$ cat config.mk
export PLATFORM = sky130hd
export DESIGN_NAME = rv_instr_encoder_loader
export DESIGN_NICKNAME = d
export VERILOG_FILES = /design/src/rtl/rv_instr_encoder_loader.sv
export SDC_FILE = /design/constraint.sdc
export NUM_CORES = 1
export LEC_CHECK = 0
export ABC_CLOCK_PERIOD_IN_PS = 1840
export CAP_MARGIN = 20
export CORE_MARGIN = 5
export CORE_UTILIZATION = 44
export CTS_CLUSTER_SIZE = 12
export DETAILED_ROUTE_END_ITERATION = 7
export PLACE_DENSITY_LB_ADDON = 0.12
export RECOVER_POWER = 25
export SLEW_MARGIN = 30
export SYNTH_ARGS = -nofsm -noshare
export SYNTH_HDL_FRONTEND = slang
export SYNTH_SLANG_ARGS = --single-unit
$ cat constraint.sdc
create_clock -name clk -period 1.84 [get_ports clk]
set_input_delay 0.368 -clock clk [delete_from_list [all_inputs] [get_ports clk]]
set_output_delay 0.368 -clock clk [all_outputs]
set_load 0.005 [all_outputs]
$ cat src/rtl/rv_instr_encoder_loader.sv
// rtl/rv_instr_encoder_loader.sv - packs RV32I instruction descriptors and streams them into instruction memory
module rv_instr_encoder_loader #(
  parameter int ADDR_WIDTH = 6,
  parameter int DEPTH      = 64,
  parameter int BASE_ADDR  = 0
) (
  input  logic                  clk,
  input  logic                  reset,
  input  logic                  start,
  input  logic                  in_valid,
  output logic                  in_ready,
  input  logic [2:0]            in_class,
  input  logic [4:0]            in_rd,
  input  logic [4:0]            in_rs1,
  input  logic [4:0]            in_rs2,
  input  logic [2:0]            in_funct3,
  input  logic [6:0]            in_funct7,
  input  logic [11:0]           in_imm,
  input  logic                  in_last,
  output logic                  mem_we,
  output logic [ADDR_WIDTH-1:0] mem_addr,
  output logic [31:0]           mem_wdata,
  output logic [ADDR_WIDTH:0]   count,
  output logic                  busy,
  output logic                  done,
  output logic                  err
);

  typedef enum logic [1:0] {
    S_IDLE,
    S_LOAD,
    S_DONE
  } state_t;

  localparam logic [ADDR_WIDTH-1:0] PTR_BASE  = ADDR_WIDTH'(BASE_ADDR);
  localparam logic [ADDR_WIDTH-1:0] PTR_ONE   = ADDR_WIDTH'(1);
  localparam logic [ADDR_WIDTH:0]   CNT_ONE   = (ADDR_WIDTH + 1)'(1);
  localparam logic [ADDR_WIDTH:0]   CNT_DEPTH = (ADDR_WIDTH + 1)'(DEPTH);

  state_t                state;
  state_t                state_nxt;
  logic [ADDR_WIDTH-1:0] ptr;
  logic [ADDR_WIDTH:0]   count_inc;
  logic                  accept;
  logic                  class_ok;
  logic                  final_accept;
  logic [31:0]           enc_word;

  assign accept    = in_valid && (state == S_LOAD);
  assign class_ok  = (in_class <= 3'd4);
  assign count_inc = count + CNT_ONE;
  // The session ends on in_last from any class, or on the write that fills DEPTH.
  assign final_accept = accept && (in_last || (class_ok && (count_inc == CNT_DEPTH)));

  assign in_ready = (state == S_LOAD);
  assign busy     = (state == S_LOAD);
  assign done     = (state == S_DONE);

  // Pack the descriptor fields into the RV32I format selected by the class.
  always_comb begin
    enc_word = 32'd0;
    case (in_class)
      3'd0: enc_word = {in_funct7, in_rs2, in_rs1, in_funct3, in_rd, 7'b0110011};
      3'd1: enc_word = {in_imm, in_rs1, in_funct3, in_rd, 7'b0000011};
      3'd2: enc_word = {in_imm[11:5], in_rs2, in_rs1, in_funct3, in_imm[4:0], 7'b0100011};
      3'd3: enc_word = {in_imm[11], in_imm[9:4], in_rs2, in_rs1, in_funct3,
                        in_imm[3:0], in_imm[10], 7'b1100011};
      3'd4: enc_word = {in_imm, in_rs1, in_funct3, in_rd, 7'b0010011};
      default: enc_word = 32'd0;
    endcase
  end

  // State register.
  always_ff @(posedge clk) begin
    if (reset) begin
      state <= S_IDLE;
    end else begin
      state <= state_nxt;
    end
  end

  // Next-state logic; start is only honoured outside LOAD.
  always_comb begin
    state_nxt = state;
    case (state)
      S_IDLE: if (start) state_nxt = S_LOAD;
      S_LOAD: if (final_accept) state_nxt = S_DONE;
      S_DONE: if (start) state_nxt = S_LOAD;
      default: state_nxt = S_IDLE;
    endcase
  end

  // Write port, pointer, count and sticky error; one write per accepted valid descriptor.
  always_ff @(posedge clk) begin
    if (reset) begin
      ptr       <= '0;
      count     <= '0;
      err       <= 1'b0;
      mem_we    <= 1'b0;
      mem_addr  <= '0;
      mem_wdata <= 32'd0;
    end else begin
      mem_we <= 1'b0;
      if ((state != S_LOAD) && start) begin
        ptr   <= PTR_BASE;
        count <= '0;
        err   <= 1'b0;
      end else if (accept) begin
        if (class_ok) begin
          mem_we    <= 1'b1;
          mem_addr  <= ptr;
          mem_wdata <= enc_word;
          ptr       <= ptr + PTR_ONE;
          count     <= count_inc;
        end else begin
          err <= 1'b1;
        end
      end
    end
  end

endmodule

-- Word-level counts from Yosys, hierarchy flattened
Index checks and enable logic that the tools add are counted.
- add/sub/neg operators: 2
- order comparisons: 1
- equality and inequality tests: 10
- mux-type cells: 5
- bitwise logic cells: 3
- reductions and logical operators: 14
- operators with widths (operator ; number):
    $pmux 32 s5 ; 1
    $add 7x1->7 const B ; 1
    $eq 7x7->1 const B ; 1
    $add 6x1->6 const B ; 1
    $eq 3x2->1 const B ; 2
    $ne 2x1->1 const B ; 3
    $reduce_and 2->1 ; 3
    $logic_and 1x1->1 ; 4
    $mux 2 ; 2
    $pmux 2 s2 ; 1
    $reduce_or 2->1 ; 2
    $eq 3x1->1 const B ; 1
    $eq 3x3->1 const B ; 1
    $le 3x3->1 const B ; 1
    $logic_not 3->1 ; 1
    $not 1->1 ; 3
    $reduce_and 3->1 ; 1
    $reduce_or 3->1 ; 1
    $eq 2x1->1 const B ; 1
    $eq 2x2->1 const B ; 1
    $logic_not 2->1 ; 1
    $logic_or 1x1->1 ; 1
    $mux 1 ; 1
- register bits: 55
- output and inout port bits: 50
- logic and storage cells: 42

-- Depth between registers and ports, before layout
Gate-level depths: netlist (run 1).
- word-level depth: 7
- depth in mapped cells: 8
- depth with buffers taken out: 5

-- Least setup slack after synthesis (run 1)
OpenSTA, ideal clock, no wires.
- kind: register to register
- start: register count[0]
- end: register state[1]
- setup time: 0.059 ns
- arrival time: 1.482 ns
- data required time: 1.781 ns
- setup slack: 0.300 ns
- cell stages (with the launch flop): 6
- clock period less this slack: 1.540 ns
- cell sequence: dfxtp_1 > ha_1 > nand2_1 > or4_4 > a311o_1 > nand2_1
- word-level cells in the longest chain between the ends: 7
- ends and longest elaborated chain (item ; line ; RTL):
    from (decl) ; 23 ; output logic [ADDR_WIDTH:0] count,
    from (signal assigned) ; 114 ; count <= count_inc;
    $add 7x1->7 ; 51 ; assign count_inc = count + CNT_ONE;
    $eq 7x7->1 ; 53 ; assign final_accept = accept && (in_last || (class_ok && (count_inc == CNT_DEPTH)));
    $logic_and 1x1->1 ; 53 ;
    $logic_or 1x1->1 ; 53 ;
    $logic_and 1x1->1 ; 53 ;
    $ne 2x1->1 (no line) ; -- ;
    $reduce_and 2->1 (no line) ; -- ;
    to (signal assigned) ; 78 ; state <= state_nxt;
    to (decl) ; 40 ; state_t state;
Every way passes these cells.
A chain may end at the register's enable or synchronous reset.

-- Worst setup path in the final report (run 1)
- start: register state[1]
- end: output done
- word-level cells in the longest chain between the ends: 1
- ends and longest elaborated chain (item ; line ; RTL):
    $eq 2x2->1 ; 57 ; assign done = (state == S_DONE);
    to (decl) ; 25 ; output logic done,
Every way passes these cells.

==> results of run 1 <==
layout make-up:
| type | instances | area (sq um) |
|---|---|---|
| Clock buffer | 5 | 68.8 |
| Sequential cell | 52 | 1040 |
| Timing Repair Buffer | 117 | 1150 |
| Inverter | 4 | 15.0 |
| Fill cell | 490 | 1810 |
| Tap cell | 72 | 90.1 |
| Multi-Input combinational cell | 230 | 1340 |
| Clock inverter | 3 | 22.5 |
critical path: stages, from the launching register on:
cell             delay, ps
dfxtp_2                370
nor2b_1                190
clkdlybuf4s50_1        530
what timing repair did:
| action | 4_1_cts | 5_1_grt |
|---|---|---|
| hold buffers | 0 | 0 |
| endpoints found under the setup margin | 0 | 3 |
| resized for setup | 0 | 3 |
report_power, final:
| part | switching [mW] | leakage [nW] | internal, mW |
|---|---|---|---|
| Clock | 0.398 | 0.0485 | 0.274 |
| Combinational | 0.264 | 0.931 | 0.336 |
| Sequential | 0.0387 | 0.423 | 1.19 |
| Total | 0.702 | 1.40 | 1.80 |
cells in the final DEF, fill, tap and decap left out, types with 2 or more instances in the layout:
master	n
conb_1	2
ha_1	2
clkdlybuf4s50_1	75
nor2b_1	8
nand4_1	3
nor4_1	4
nand3_1	5
and2_1	2
xnor2_1	9
a21oi_1	25
nor3_1	14
a211oi_1	22
dfxtp_2	2
clkbuf_8	5
a211o_1	7
a32oi_1	2
xor2_1	3
inv_1	4
mux2i_1	12
nand2_1	46
dfxtp_1	50
buf_12	4
a221oi_1	5
nor2_1	42
o21ai_0	5
dlygate4sd3_1	17
buf_4	19
through the flow:
step	std cells	instance area (sq um)	setup WS [ps]	utilization, %	total power, mW
2_1_floorplan	313	2520	300	-	1.52
3_3_place_gp	475	3630	-115	65.6	1.85
3_5_place_dp	475	3630	-181	65.6	1.86
4_1_cts	483	3730	34.0	67.3	2.52
5_1_grt	483	3730	5.59	67.3	2.63
6_report	483	3730	82.4	67.3	2.50
per-layer routing:
layer / routed length, microns / GRT usage, % / share of wire (%)
met3: 375 / 4.13 / 5.6
met2: 3360 / 31.4 / 50
met1: 2910 / 22.9 / 44
met5: 0 / 0 / 0
met4: 27 / 4.17 / 0.40
cell families after synthesis:
family	count (synthesis)	synth area share, %
compound gates	71	19.2
mux	12	4.78
flops	52	41.4
fa+ha+maj	2	0.995
simple gates	131	23.2
other cells	1	0.149
buf+inv	31	6.17
xor+xnor	12	4.18
worst max path at each step:
stage | end | slack, ps | start
2_1_floorplan | state[1] | 300 | count[0]
3_3_place_gp | mem_wdata[8] | -110 | in_class[0]
3_5_place_dp | count[6] | -180 | in_class[0]
4_1_cts | in_ready | 30 | state[1]
5_1_grt | done | 6 | state[1]
6_report | done | 80 | state[1]
Yosys cell counts, types with 2 or more instances:
| cell | count |
|---|---|
| nor2b_1 | 8 |
| xor2_1 | 3 |
| a32oi_1 | 2 |
| o21ai_0 | 4 |
| nand2_1 | 46 |
| a211oi_1 | 22 |
| nor4_1 | 4 |
| and2_1 | 2 |
| clkbuf_1 | 7 |
| a21oi_1 | 25 |
| xnor2_1 | 9 |
| inv_1 | 4 |
| nand3_1 | 5 |
| mux2i_1 | 12 |
| nor2_1 | 43 |
| nand4_1 | 3 |
| nor3_1 | 14 |
| a221oi_1 | 5 |
| a211o_1 | 7 |
| ha_1 | 2 |
| buf_1 | 3 |
| buf_4 | 7 |
| buf_2 | 10 |
| dfxtp_1 | 52 |
state kept, by name (all words and copies together), names as in the netlist:
name and count:
count 7, mem_wdata 29, err 1, ptr 6, mem_addr 6, mem_we 1, state 2
==> summary.md, run 1 <==
| Metric | Value |
|---|---|
| Status | `complete, no violations` |
| DRC | `0` |
| Crit end category | `primary output` |
| DIE AREA | `roughly 0.0073 sq mm` |
| Endpoints failing hold | `0` |
| TritonCTS clock tree | `done` |
| Post-DP HPWL | `around 5000 microns` |
| Clock slew at reported path FFs | `approximately 100 ps` |
| Share of cells above drive strength 1 | `under 10%` |
| Max cap viols | `0` |
| Area growth, synth to finish | `48.3%` |
| Clock Latency Late Sink | `roughly 300 ps` |
| Max IR drop VDD | `~0.57 mV` |
| Warnings from Yosys | `0` |
| R2r startpoint | `count[0]` |
| Setup slack, reg-to-reg | `between 100 and 150 ps` |
| Hold EP | `mem_addr[1]` |
| Final worst path period share | `a little over nine tenths` |
| Initial Utilization | `~45%` |
| Crit path DAT | `~1400 ps` |
| Largest net degree at the start of global routing | `39` |
| Mapped cell area | `roughly 0.0025 sq mm` |
| Top cells by area, synth | `dfxtp_1, nand2_1, a211oi_1, nor2_1, a21oi_1` |
| GPL Wtd Cong | `0.810` |
| Final min period | `about 1800 ps` |
| Antenna Diode Count | `0` |
| Hold Path Depth | `2` |
| Register area share after synthesis | `between 40 and 50%` |
| Post-synth EDFFs | `0` |
| Routed WL | `between 6000 and 7000 microns` |
| Core Rows | `27` |
| Die Wd | `between 80 and 90 microns` |
| Crit start category | `flop` |
| Post-synth ARST share | `0%` |
| GRT Total Usage | `a little under a fifth` |
| Hold crit path type | `reg -> reg` |
| Hold Crit Start | `mem_addr[1]` |
| Number of global-route vias before repair | `approximately 2300` |
| # IOs | `95` |
| FMAX | `roughly 570 MHz` |
| Number of antenna violations at the first check in global routing | `0` |
| First-pass GRT wire length | `between 10000 and 15000 microns` |
| Layout Nets | `around 460` |
| Avg Cell Area, Syn | `about 8 sq um` |
| Via count | `around 2500` |
| Top-area cell type share of the netlist area | `41.4%` |
| R2r endpoint | `state[1]` |
| Synth cell types | `37` |
| Clk_skew | `4.42 ps` |
| Global route overflow | `0` |
| CORE AREA | `about 0.0055 sq mm` |
| Worst endpoint required time | `approximately 1500 ps` |
| Flops & latches, synth | `52` |
| Clock Sinks | `52` |
| Routed wire per std cell | `about 14 microns` |
| Hold slack | `about 450 ps` |
| Setup TNS | `0 ps` |
| Dominant synthesized flop cell | `dfxtp_1` |
| Port Buffers | `92` |
| Final setup vio count | `0` |
| Pwr/cell area | `between 600 and 700 mW/mm^2` |
| TritonRoute pass-1 iters | `4` |
| Pins Over Slew Limit | `0` |
| Cell leakage power | `1.40 nW` |
| Unrepaired setup endpoints after global routing | `no` |
| Cells after Synth | `312` |
| Setup CP Type | `reg -> out` |
| Worst-case clock buffer depth | `2` |
| Post-synth top area cell | `dfxtp_1` |
| Root buf cell | `clkbuf_8` |
| Worst-path fanout max | `5` |
| H-tree depth | `2` |
| Die height | `85.6 microns` |
| Setup Fix Bufs, Post-CTS | `0` |
| Final ANT Viol Nets | `0` |
| Iteration-0 DRC count of the detailed router | `74` |
| R2R depth | `5` |
| Drt via density | `around 5.2` |
| Cts bufs inserted | `5` |
Power figures use the tool's default switching activity.
==> inputs of run 2 (changes only) <==
--- a/config.mk
+++ b/config.mk
@@ -6,7 +6,6 @@
 export NUM_CORES = 1
 export LEC_CHECK = 0
 export ABC_CLOCK_PERIOD_IN_PS = 1840
-export CAP_MARGIN = 20
 export CORE_MARGIN = 5
 export CORE_UTILIZATION = 44
 export CTS_CLUSTER_SIZE = 12
==> results of run 2 <==
Final layout, timing and power as in run 1 (identical DEF).
